## src/rtl/uart_tx_fifo.sv

```systemverilog
// uart_tx_fifo: byte-wide UART transmitter fed by a small FIFO.
// Bytes enter through a valid/ready handshake and are queued. Each byte is
// moved into a shift register and sent LSB-first as an 8N1 frame, or as an
// 8E1 frame when PARITY_EN is set. Consecutive frames follow each other with
// no idle gap. The serial output comes straight from a flop.
module uart_tx_fifo #(
    parameter int CLK_FREQ_HZ = 50_000_000,
    parameter int BAUD_RATE   = 115200,
    parameter bit PARITY_EN   = 1'b0,
    parameter int FIFO_DEPTH  = 16
) (
    input  logic                          clk_i,
    input  logic                          rst_i,
    input  logic [7:0]                    data_i,
    input  logic                          valid_i,
    output logic                          ready_o,
    output logic                          tx_o,
    output logic                          busy_o,
    output logic [$clog2(FIFO_DEPTH):0]   usage_o
);

    localparam int DIV = CLK_FREQ_HZ / BAUD_RATE;
    localparam int AW  = $clog2(FIFO_DEPTH);
    localparam int BW  = (DIV > 1) ? $clog2(DIV) : 1;

    localparam logic [BW-1:0] BAUD_LAST = BW'(DIV - 1);
    localparam logic [AW:0]   FULL_CNT  = (AW + 1)'(FIFO_DEPTH);

    // Reject parameter sets the datapath cannot support.
    generate
        if (DIV < 2) begin : g_bad_div
            $error("uart_tx_fifo: CLK_FREQ_HZ / BAUD_RATE must be at least 2");
        end
        if ((FIFO_DEPTH < 2) || ((FIFO_DEPTH & (FIFO_DEPTH - 1)) != 0)) begin : g_bad_depth
            $error("uart_tx_fifo: FIFO_DEPTH must be a power of two, at least 2");
        end
    endgenerate

    typedef enum logic [2:0] {
        S_IDLE,
        S_START,
        S_DATA,
        S_PARITY,
        S_STOP
    } state_e;

    // FIFO storage and bookkeeping
    logic [7:0]    mem [FIFO_DEPTH];
    logic [AW-1:0] wptr_q, rptr_q;
    logic [AW:0]   cnt_q;

    // Transmitter state
    state_e        state_q, state_d;
    logic [BW-1:0] baud_q,  baud_d;
    logic [2:0]    bit_q,   bit_d;
    logic [7:0]    shift_q, shift_d;
    logic          par_q,   par_d;
    logic          tx_q,    tx_d;

    logic          push;
    logic          pop;
    logic          baud_last;
    logic          fifo_has_data;
    logic [7:0]    head_byte;

    assign ready_o       = (cnt_q != FULL_CNT);
    assign usage_o       = cnt_q;
    assign busy_o        = (state_q != S_IDLE);
    assign tx_o          = tx_q;

    assign push          = valid_i && ready_o;
    assign fifo_has_data = (cnt_q != '0);
    assign baud_last     = (baud_q == BAUD_LAST);
    assign head_byte     = mem[rptr_q];

    // A byte leaves the FIFO when the line is idle, or on the final stop-bit
    // cycle so the next start bit follows without a gap.
    assign pop = fifo_has_data &&
                 ((state_q == S_IDLE) || ((state_q == S_STOP) && baud_last));

    // FIFO write port; the storage itself is never reset, only the pointers.
    always_ff @(posedge clk_i) begin
        if (push) begin
            mem[wptr_q] <= data_i;
        end
    end

    // FIFO pointers and occupancy counter.
    always_ff @(posedge clk_i or posedge rst_i) begin
        if (rst_i) begin
            wptr_q <= '0;
            rptr_q <= '0;
            cnt_q  <= '0;
        end else begin
            if (push) begin
                wptr_q <= wptr_q + AW'(1);
            end
            if (pop) begin
                rptr_q <= rptr_q + AW'(1);
            end
            case ({push, pop})
                2'b10:   cnt_q <= cnt_q + (AW + 1)'(1);
                2'b01:   cnt_q <= cnt_q - (AW + 1)'(1);
                default: cnt_q <= cnt_q;
            endcase
        end
    end

    // Next-state logic: frame sequencing, baud timing and shifter updates.
    always_comb begin
        state_d = state_q;
        baud_d  = baud_q + BW'(1);
        bit_d   = bit_q;
        shift_d = shift_q;
        par_d   = par_q;

        case (state_q)
            S_IDLE: begin
                baud_d = '0;
                if (pop) begin
                    state_d = S_START;
                    shift_d = head_byte;
                    par_d   = ^head_byte;
                end
            end
            S_START: begin
                if (baud_last) begin
                    state_d = S_DATA;
                    baud_d  = '0;
                    bit_d   = '0;
                end
            end
            S_DATA: begin
                if (baud_last) begin
                    baud_d = '0;
                    bit_d  = bit_q + 3'd1;
                    if (bit_q == 3'd7) begin
                        state_d = PARITY_EN ? S_PARITY : S_STOP;
                    end else begin
                        shift_d = {1'b0, shift_q[7:1]};
                    end
                end
            end
            S_PARITY: begin
                if (baud_last) begin
                    state_d = S_STOP;
                    baud_d  = '0;
                end
            end
            S_STOP: begin
                if (baud_last) begin
                    baud_d = '0;
                    if (pop) begin
                        state_d = S_START;
                        shift_d = head_byte;
                        par_d   = ^head_byte;
                    end else begin
                        state_d = S_IDLE;
                    end
                end
            end
            default: begin
                state_d = S_IDLE;
                baud_d  = '0;
            end
        endcase
    end

    // Line level for the coming cycle, taken from the state being entered so
    // the registered output lines up with the state register.
    always_comb begin
        tx_d = 1'b1;
        case (state_d)
            S_START:  tx_d = 1'b0;
            S_DATA:   tx_d = shift_d[0];
            S_PARITY: tx_d = par_d;
            default:  tx_d = 1'b1;
        endcase
    end

    // Transmitter registers; reset forces the line high immediately.
    always_ff @(posedge clk_i or posedge rst_i) begin
        if (rst_i) begin
            state_q <= S_IDLE;
            baud_q  <= '0;
            bit_q   <= '0;
            shift_q <= '0;
            par_q   <= 1'b0;
            tx_q    <= 1'b1;
        end else begin
            state_q <= state_d;
            baud_q  <= baud_d;
            bit_q   <= bit_d;
            shift_q <= shift_d;
            par_q   <= par_d;
            tx_q    <= tx_d;
        end
    end

endmodule

```

## config.mk

```make
export PLATFORM = sky130hd
export DESIGN_NAME = uart_tx_fifo
export DESIGN_NICKNAME = d
export VERILOG_FILES = /design/src/rtl/uart_tx_fifo.sv
export SDC_FILE = /design/constraint.sdc
export NUM_CORES = 1
export LEC_CHECK = 0
export ABC_AREA = 1
export BUFFER_PORTS_ARGS = -buffer_cell sky130_fd_sc_hd__buf_2
export CAP_MARGIN = 20
export CORE_MARGIN = 2
export CORE_UTILIZATION = 40
export DETAILED_ROUTE_END_ITERATION = 6
export SYNTH_ARGS = -nofsm -noshare
export SYNTH_HDL_FRONTEND = slang
export SYNTH_SLANG_ARGS = --single-unit
```

## constraint.sdc

```tcl
create_clock -name clk_i -period 6.8 [get_ports clk_i]
set_input_delay 1.02 -clock clk_i [delete_from_list [all_inputs] [get_ports clk_i]]
set_output_delay 1.02 -clock clk_i [all_outputs]
set_load 0.02 [all_outputs]
```

==> impl_metrics.yaml, run 1 <==
status:
  status: "completed"
sta:
  hold_viol_final: 0
  timing.final.crit_period_ns: 3.322
  rsz0062_at_grt: "no"
  max_clock_freq_mhz: 301.0
  worst_clock_skew_ns: 0.01189
  relSlewSlack: 0.3258
  setup_slack_ns: 3.478
  fin_tns_setup_ns: 0
  setup_viol: 0
  worst_slew_pin_slew_ns: 1.010
  fin_crit_sh: 0.4886
  slew_viol_final: 0
worst_setup_path:
  end_kind: "register"
  arrival_ns: 3.63
  start_kind: "register"
  slowest_delay_ns: 0.71
  crit_slowest_cell: "nor2_1"
  crit_type: "reg2reg"
  critical_path_buf_inv_count: 2
  crit_top_cell: "nor2_1"
  cp_top_family: "simple AND/OR/NAND/NOR gates"
  ff2ff_path_depth: 15
  crit_fanout: 16
  reg2reg_to: "usage_o[4]"
  r2r-start: "usage_o[0]"
  cp.depth: 15
  critical_path.cell_chain: "nor2_1 -> nand3_1 -> nor2_1 -> inv_1 -> nand2_1 -> inv_1 -> ha_1 -> fa_1 -> a21oi_1 -> nor2_1 -> nor2_1 -> nand2_1 -> nand2_1 -> nor2_1 -> xor2_1"
  required_ns: 7.11
  rrSetupSlack_ns: 3.48
cells_and_area:
  final_util: 0.4484
  drive_gt1_frac: 0.09010
  syn2layout_area_growth_pct: 10.21
  final_cell_area_um2: 8388
  antenna_cells: 0
  final_nets: 800
  fillers: 1729
  fin_cells: 1022
die:
  fp.dieW_um: 141.9
  ios: 19
  die_area_um2: 20150
  initial_utilization: 0.4069
  die_h_um: 141.9
  design.core.area_um2: 18710
  num_rows: 50
yosys:
  ys_seq_elements: 166
  syn_area_um2: 7611
  synth_edf_count: 128
  synth_largest_area_cell: "edfxtp_1"
  synth_fp_nets: 786
  synth_top_cell_area_share: 0.5050
  ys_seq_area_frac: 0.6301
  synth_top_flop_cell: "edfxtp_1"
  postSynth.asyncResetShare: 0.2289
  synth_cell_types: 39
  synthCells: 761
  synth_area_leaders: "edfxtp_1 (51%), dfrtp_1 (12%), nand2_1 (11%)"
  avgSynthCellArea_um2: 10.00
  synth_warnings: 0
grt:
  grt_pass1_vias: 5039
  grt_pass1_wl_mm: 25.91
  grt_usage: 0.1700
  grt_overflow: 0
  antenna_found_initial: 0
  grt_max_degree: 77
clock_network:
  cts_buffer_depth: 2
  cts_root_buf: "clkbuf_16"
  cts_buffers: 17
  cts_hold_buf: 0
  h-tree-depth: 4
  clock_sinks: 166
  clkLatencyLatePin_ns: 0.43
  ctsResizeCount: 0
  cts.clk_slew.worst_paths_ns: 0.07
  cts_tree: "done"
  postCtsSetupBuffers: 0
worst_hold_path:
  min_to: "bit_q[0]"
  hp-start: "bit_q[0]"
  hold_path_class: "reg2reg"
  min_path_cells: 1
power:
  power.share.switching: 0.2791
  p_leak_nw: 3.586
  ir_worst_vdd_mv: 0.1884
  pwr-share-comb: 0.114
  p_int_mw: 1.758
  power.density_nw_per_um2: 290.8
  switching_power_uw: 680.6
  clockPowerShare: 0.376
  share_seq_of_total_power: 0.510
placed_design:
  port_buffers: 18
  dp_hpwl_mm: 9.639
  place_area_um2: 7823
  preCtsSetupSlack_ns: 3.447
  gp_congestion: 0.8153
  placedCellCount: 990
route:
  antenna_left: 0
  routed_wl_mm: 15.88
  viasPerCell: 4.954
  drt-initial-drc-count: 348
  vias: 5063
  dr.pass1.iters: 5
  drc: 0
  wl_per_cell_um: 15.53
job:
  drv_cap: 0
[stage by stage]
stage	hold WS (ns)	power, mW
4_1_cts	0.4886	2.460
5_1_grt	0.4941	2.550
6_report	0.4797	2.439
3_5_place_dp	0.4797	1.549
2_1_floorplan	0.4573	1.449
3_3_place_gp	0.4803	1.545
[power groups by stage]
stage | logic, mW | registers (mW) | clock network, mW
after floorplan | 0.175 | 1.27 | 0
after global placement | 0.279 | 1.27 | 0
after detailed placement | 0.284 | 1.27 | 0
after CTS | 0.284 | 1.24 | 0.932
after global routing | 0.320 | 1.25 | 0.977
final | 0.278 | 1.24 | 0.917
[flip-flops by register name, indices dropped and copies added (netlist names)]
name,count
wptr_q,4
baud_q,9
state_q,3
tx_o,1
par_q,1
shift_q,8
mem,128
usage_o,5
rptr_q,4
bit_q,3
[Yosys cell counts, types with 3 or more instances]
library cell    n
dfrtp_1        37
nand4_1         4
ha_1           13
xor2_1          9
o21ai_1        13
inv_1          80
o221ai_1        6
nand2_1       224
nand3_1        74
buf_2           9
buf_6          10
clkbuf_1        4
a21oi_1        15
buf_4           3
nor3_1          6
edfxtp_1      128
inv_2           9
nand2_2         3
o211ai_1        8
o21ai_0        18
nor2_1         65
[placed cells by master, fill, tap and decap left out, types with 13 or more instances in the layout]
cell type and n:
o21ai_0 18, inv_1 80, dfrtp_1 36, a21oi_1 15, clkbuf_16 17, nand3_1 74
nand2_1 224, edfxtp_1 128, nor2_1 65, o21ai_1 13, buf_2 18, ha_1 13
[logic make-up after synthesis]
family | after synthesis | synth area share
DFF | 166 | 0.6301
AOI/OAI and AO/OA | 71 | 0.05590
buffers and inverters | 118 | 0.07118
xor gates and xnor gates | 11 | 0.01266
muxes | 1 | 0.001315
adders and majority gates | 14 | 0.02400
and+or+nand+nor | 380 | 0.2048
[per-layer routing]
layer  vias to the layer above  part of all wire  wire length, um  GRT usage
met3                        27             0.045              708    0.04509
met4                         0             0.025              399    0.07053
li1                       2554                 -                -          -
met2                        93              0.48             7608     0.2782
met5                         -                 0                0          0
met1                      2389              0.45             7158     0.2152
[how the worst max path moves through the flow]
stage | from | end | slack [ns]
finish | usage_o[0] | usage_o[4] | 3.48
CTS | usage_o[0] | usage_o[4] | 3.44
global placement | usage_o[0] | usage_o[4] | 3.49
global route | usage_o[0] | usage_o[4] | 3.02
floorplan | usage_o[0] | usage_o[4] | 4.14
detailed placement | usage_o[0] | usage_o[4] | 3.45
[final cells by class]
class	count	area [um^2]	area share
sequential	166	4797	0.5719
multi-input combinational	477	2273	0.2710
clock buffer	17	425.4	0.05072
inverter	92	346.6	0.04132
tap	234	292.8	0.03490
clock inverter	15	140.1	0.01671
timing repair buffer	21	112.6	0.01342
Note: power is estimated with default switching activity, not from simulation.
==> inputs of run 2 (changes only) <==
==> constraint.sdc (replaced) <==
create_clock -name clk_i -period 2.73 [get_ports clk_i]
set_input_delay 0.4095 -clock clk_i [delete_from_list [all_inputs] [get_ports clk_i]]
set_output_delay 0.4095 -clock clk_i [all_outputs]
set_load 0.02 [all_outputs]
==> run 2 against run 1 <==
Against the previous run:
- routed wire length is 1.9% higher
- via count is 1.6% higher
- count of clock-buffer cells in the layout stayed put
- final cell count up 2.8%
- worst setup slack got worse by 3.2 ns
- core utilization increased by 1.6 points
- clock skew is 0.0021 ns higher
- critical path depth up 4
- register-to-register slack worse by 3.2 ns
- sequential cell count did not move
- power grew to 2.6 times the previous value
- combinational power rose to 2.7 times the previous value
- largest cell class unchanged
==> impl_metrics.yaml, run 2 (same netlist as run 1, synthesis figures left out) <==
placed_design:
  gp_congestion: 0.7896
  dp_hpwl_mm: 10.21
  preCtsSetupSlack_ns: 0.2202
  port_buffers: 18
die:
  num_rows: 50
  die_area_um2: 20150
  design.core.area_um2: 18710
  fp.dieW_um: 141.9
  ios: 19
  initial_utilization: 0.4069
  die_h_um: 141.9
worst_setup_path:
  arrival_ns: 2.79
  start_kind: "register"
  crit_start: "baud_q[1]"
  slowest_delay_ns: 0.40
  critical_path.cell_chain: "inv_1 -> ha_1 -> nand2_1 -> nor3_1 -> nand2_2 -> clkinv_2 -> nand2_2 -> nand2_2 -> nand2_1 -> inv_1 -> ha_2 -> ha_1 -> a21oi_1 -> nor2_1 -> nor2_1 -> nand2_1 -> nand2_1 -> nor2_1 -> xor2_1"
  cp_top_family: "simple AND/OR/NAND/NOR gates"
  critical_path_buf_inv_count: 3
  crit_type: "reg2reg"
  crit_fanout: 5
  end_kind: "register"
  cp.depth: 19
  crit_slowest_cell: "dfrtp_1"
  r2r-start: "baud_q[1]"
  crit_top_cell: "nand2_1"
  required_ns: 3.04
  crit_path_end: "usage_o[4]"
  ff2ff_path_depth: 19
  rrSetupSlack_ns: 0.25
  reg2reg_to: "usage_o[4]"
sta:
  hold_viol_final: 0
  worst_slew_pin_slew_ns: 0.5618
  slew_viol_final: 0
  setup_slack_ns: 0.2463
  setup_viol: 0
  relSlewSlack: 0.6231
  fin_tns_setup_ns: 0
  rsz0062_at_grt: "no"
  fin_crit_sh: 0.9098
  timing.final.crit_period_ns: 2.484
  whs_ns: 0.09222
  max_clock_freq_mhz: 402.6
  worst_clock_skew_ns: 0.01397
route:
  drt-initial-drc-count: 370
  vias: 5145
  routed_wl_mm: 16.17
  viasPerCell: 4.895
  drc: 0
  dr.pass1.iters: 5
  wl_per_cell_um: 15.38
  antenna_left: 0
clock_network:
  h-tree-depth: 4
  cts.clk_slew.worst_paths_ns: 0.07
  cts_root_buf: "clkbuf_16"
  cts_buffer_depth: 2
  clock_sinks: 166
  cts_buffers: 17
  cts_tree: "done"
  cts_hold_buf: 0
  ctsResizeCount: 0
  postCtsSetupBuffers: 0
  clkLatencyLatePin_ns: 0.43
grt:
  grt_usage: 0.1702
  grt_pass1_vias: 4834
  antenna_found_initial: 0
  grt_overflow: 0
  grt_pass1_wl_mm: 25.67
  grt_max_degree: 39
cells_and_area:
  syn2layout_area_growth_pct: 14.02
  final_nets: 829
  drive_gt1_frac: 0.1248
  antenna_cells: 0
  largest_register_ffs: 128
  top_register: "mem"
  final_util: 0.4639
  layout_commonest_cell: "nand2_1"
  top_regs: "mem (128), baud_q (9), shift_q (8)"
  fillers: 1729
  layout_common_cells: "nand2_1 (224), edfxtp_1 (128), inv_1 (80)"
status:
  status: "completed"
power:
  finalPower_mw: 6.240
  power.density_nw_per_um2: 719.0
  p_leak_nw: 3.764
  ir_worst_vdd_mv: 0.5150
worst_hold_path:
  hold_path_class: "in2async"
job:
  drv_cap: 0
## run 2: cell count changes in the layout (fill, tap and decap cells not counted), sizes merged
cell	before	now
clkinvlp	2	1
inv	95	99
buf	21	50
clkinv	10	7
## run 2: power by group
group	total (mW)	internal [mW]	switching (mW)
logic	0.755	0.237	0.518
registers	3.09	2.98	0.108
clock network	2.39	1.24	1.15
## run 2: worst reg2reg max path, cell delays in order (launching register included)
cell and delay, ns:
dfrtp_1 0.40, inv_1 0.06, ha_1 0.12, nand2_1 0.05, nor3_1 0.18, nand2_2 0.10
clkinv_2 0.06, nand2_2 0.05, nand2_2 0.07, nand2_1 0.07, inv_1 0.08, ha_2 0.23
ha_1 0.28, a21oi_1 0.17, nor2_1 0.06, nor2_1 0.12, nand2_1 0.06, nand2_1 0.05
nor2_1 0.04, xor2_1 0.13
## run 2: routing by layer
layer  GRT usage  vias to the layer above  wire length [um]
met2      0.2816                       77              7874
li1            -                     2609                 -
met3     0.03533                       16               488
met1      0.2253                     2443              7556
met5           0                        -                 0
met4     0.05684                        0               250
## run 2: worst min-delay path by stage
stage	from	endpoint	slack [ns]	cells after the start
finish	rst_i	wptr_q[0]	0.09	3
floorplan	bit_q[0]	bit_q[0]	0.46	1
CTS	rst_i	wptr_q[0]	0.11	3
detailed placement	bit_q[0]	bit_q[0]	0.48	1
global route	rst_i	wptr_q[0]	0.14	3
global placement	bit_q[0]	bit_q[0]	0.47	1
## run 2: per-stage QoR
stage,cells,instance area (um^2)
finish,1051,8678
global route,1051,8678
CTS,1051,8676
detailed placement,1019,8078
global placement,1019,8078
floorplan,761,7611
## run 2: final cells by class
type / count / area, um^2 / share of cell area
inverter: 92 / 346.6 / 0.03994
multi-input combinational: 477 / 2276 / 0.2623
timing repair buffer: 50 / 367.9 / 0.04239
tap: 234 / 292.8 / 0.03374
sequential: 166 / 4797 / 0.5528
clock buffer: 17 / 425.4 / 0.04902
clock inverter: 15 / 172.7 / 0.01990
==> inputs of run 3 (changes only) <==
--- a/config.mk
+++ b/config.mk
@@ -8,8 +8,8 @@
 export ABC_AREA = 1
 export BUFFER_PORTS_ARGS = -buffer_cell sky130_fd_sc_hd__buf_2
 export CAP_MARGIN = 20
-export CORE_MARGIN = 2
-export CORE_UTILIZATION = 40
+export CORE_MARGIN = 8
+export CORE_UTILIZATION = 30
 export DETAILED_ROUTE_END_ITERATION = 6
 export SYNTH_ARGS = -nofsm -noshare
 export SYNTH_HDL_FRONTEND = slang
==> constraint.sdc (replaced) <==
create_clock -name clk_i -period 2.8 [get_ports clk_i]
set_input_delay 0.42 -clock clk_i [delete_from_list [all_inputs] [get_ports clk_i]]
set_output_delay 0.42 -clock clk_i [all_outputs]
set_load 0.02 [all_outputs]
==> run 3 against run 2 <==
Against the previous run:
- core utilization decreased by 11 points
- sequential power shrank 2%
- highest routed layer unchanged
- maximum frequency is 2.9% lower
- first-iteration DRC count down 23%
- worst hold slack improved by 0.0053 ns
- global-route usage down 5.9 points
- clock power fell by 6%
- combinational power down 2%
- worst setup slack got worse by 0.0054 ns
- critical path depth fell by 1
==> impl_metrics.yaml, run 3 (same netlist as run 1, synthesis figures left out) <==
status:
  status: "completed"
cells_and_area:
  drive_gt1_frac: 0.1216
  final_cell_area_um2: 8753
  layout_common_cells: "nand2_1 (224), edfxtp_1 (128), inv_1 (80)"
  final_nets: 826
  top_register: "mem"
  largest_register_ffs: 128
  antenna_cells: 0
  layout_commonest_cell: "nand2_1"
  top_regs: "mem (128), baud_q (9), shift_q (8)"
  syn2layout_area_growth_pct: 15.01
grt:
  top_usage_layer: "met2"
  grt_overflow: 0
  antenna_found_initial: 0
  grt_pass1_wl_mm: 26.72
  grt_usage: 0.1113
  grt_use_met1: 0.1429
  met2_usage: 0.1804
  grt_max_degree: 44
  grt_pass1_vias: 5018
  use_met3: 0.02018
worst_setup_path:
  slowest_delay_ns: 0.41
  crit_type: "reg2reg"
  crit_fanout: 5
  end_kind: "register"
  required_ns: 3.11
  r2r-start: "baud_q[0]"
  arrival_ns: 2.87
  crit_top_cell: "nand2_1"
  crit_slowest_cell: "dfrtp_1"
  critical_path.cell_chain: "ha_1 -> nand2_1 -> nor3_2 -> nand2_2 -> clkinv_2 -> nand2_2 -> nand2_2 -> nand2_1 -> inv_1 -> ha_2 -> fa_1 -> a21oi_1 -> nor2_1 -> nor2_1 -> nand2_1 -> nand2_1 -> nor2_1 -> xor2_1"
  crit_start: "baud_q[0]"
  cp_top_family: "adder cells"
  critical_path_buf_inv_count: 2
  start_kind: "register"
worst_hold_path:
  hold_path_class: "in2async"
die:
  initial_utilization: 0.3040
  design.core.area_um2: 25040
  num_rows: 58
  die_area_um2: 30720
  ios: 19
  die_h_um: 175.3
  fp.dieW_um: 175.3
sta:
  setup_viol: 0
  slew_viol_final: 0
  setup_slack_ns: 0.2409
  timing.final.crit_period_ns: 2.559
  rsz0062_at_grt: "no"
  worst_slew_pin_slew_ns: 0.7549
  whs_ns: 0.09748
  fin_tns_setup_ns: 0
  max_clock_freq_mhz: 390.8
  hold_viol_final: 0
  relSlewSlack: 0.4949
  fin_crit_sh: 0.9140
  worst_clock_skew_ns: 0.01400
placed_design:
  place_area_um2: 8175
  port_buffers: 18
  dp_hpwl_mm: 10.71
  gp_congestion: 0.8085
  preCtsSetupSlack_ns: 0.1831
clock_network:
  cts_buffers: 17
  cts_tree: "done"
  clock_sinks: 166
  h-tree-depth: 4
  cts_buffer_depth: 2
  cts.clk_slew.worst_paths_ns: 0.07
  cts_hold_buf: 0
  cts_root_buf: "clkbuf_16"
  postCtsSetupBuffers: 0
  ctsResizeCount: 0
  clkLatencyLatePin_ns: 0.43
route:
  dr.pass1.iters: 5
  drc: 0
  drt-initial-drc-count: 285
  vias: 5242
  routed_wl_mm: 16.36
  antenna_left: 0
  wl_per_cell_um: 14.30
  viasPerCell: 4.582
power:
  power.density_nw_per_um2: 685.1
  p_leak_nw: 3.743
  ir_worst_vdd_mv: 0.4621
job:
  drv_cap: 0
run 3: routing by layer:
metal	vias up	share of wire
li1	2605	-
met1	2515	0.46
met2	98	0.48
met3	24	0.037
met4	0	0.024
met5	-	0
run 3: final timing paths:
kind | slack (ns) | end | cells past startpoint
worst min-delay path | 0.1 | wptr_q[1] | 3
worst min register to register | 0.48 | bit_q[0] | 1
min in group clk_i | 0.37 | wptr_q[0] | 3
worst max-delay path | 0.24 | usage_o[4] | 18
max in group asynchronous | 2.32 | rptr_q[0] | 3
worst max register to register | 0.24 | usage_o[4] | 18
run 3: cell type report:
class	instances	area (um^2)
repair buffers	47	345.3
multi-input cells	477	2283
inverters	92	346.6
clock buffers	18	429.2
well taps	330	412.9
flip-flops and latches	166	4797
clock inverters	14	138.9
fillers	2524	16280
run 3: worst min-delay path, delay by kind of cell:
family	cells	cell delay, ns
buf+inv	3	0.55
run 3: stage by stage:
stage	utilization	power, mW	instances
finish	0.3496	5.997	1144
global route	0.3496	6.245	1144
CTS	0.3492	6.047	1144
detailed placement	0.3265	3.818	1112
global placement	0.3265	3.793	1112
floorplan	-	3.518	761
run 3: power breakdown:
| part | internal [mW] | total, mW | switching [mW] |
|---|---|---|---|
| sequential | 2.91 | 3.02 | 0.110 |
| clock | 1.18 | 2.24 | 1.06 |
| combinational | 0.223 | 0.739 | 0.516 |
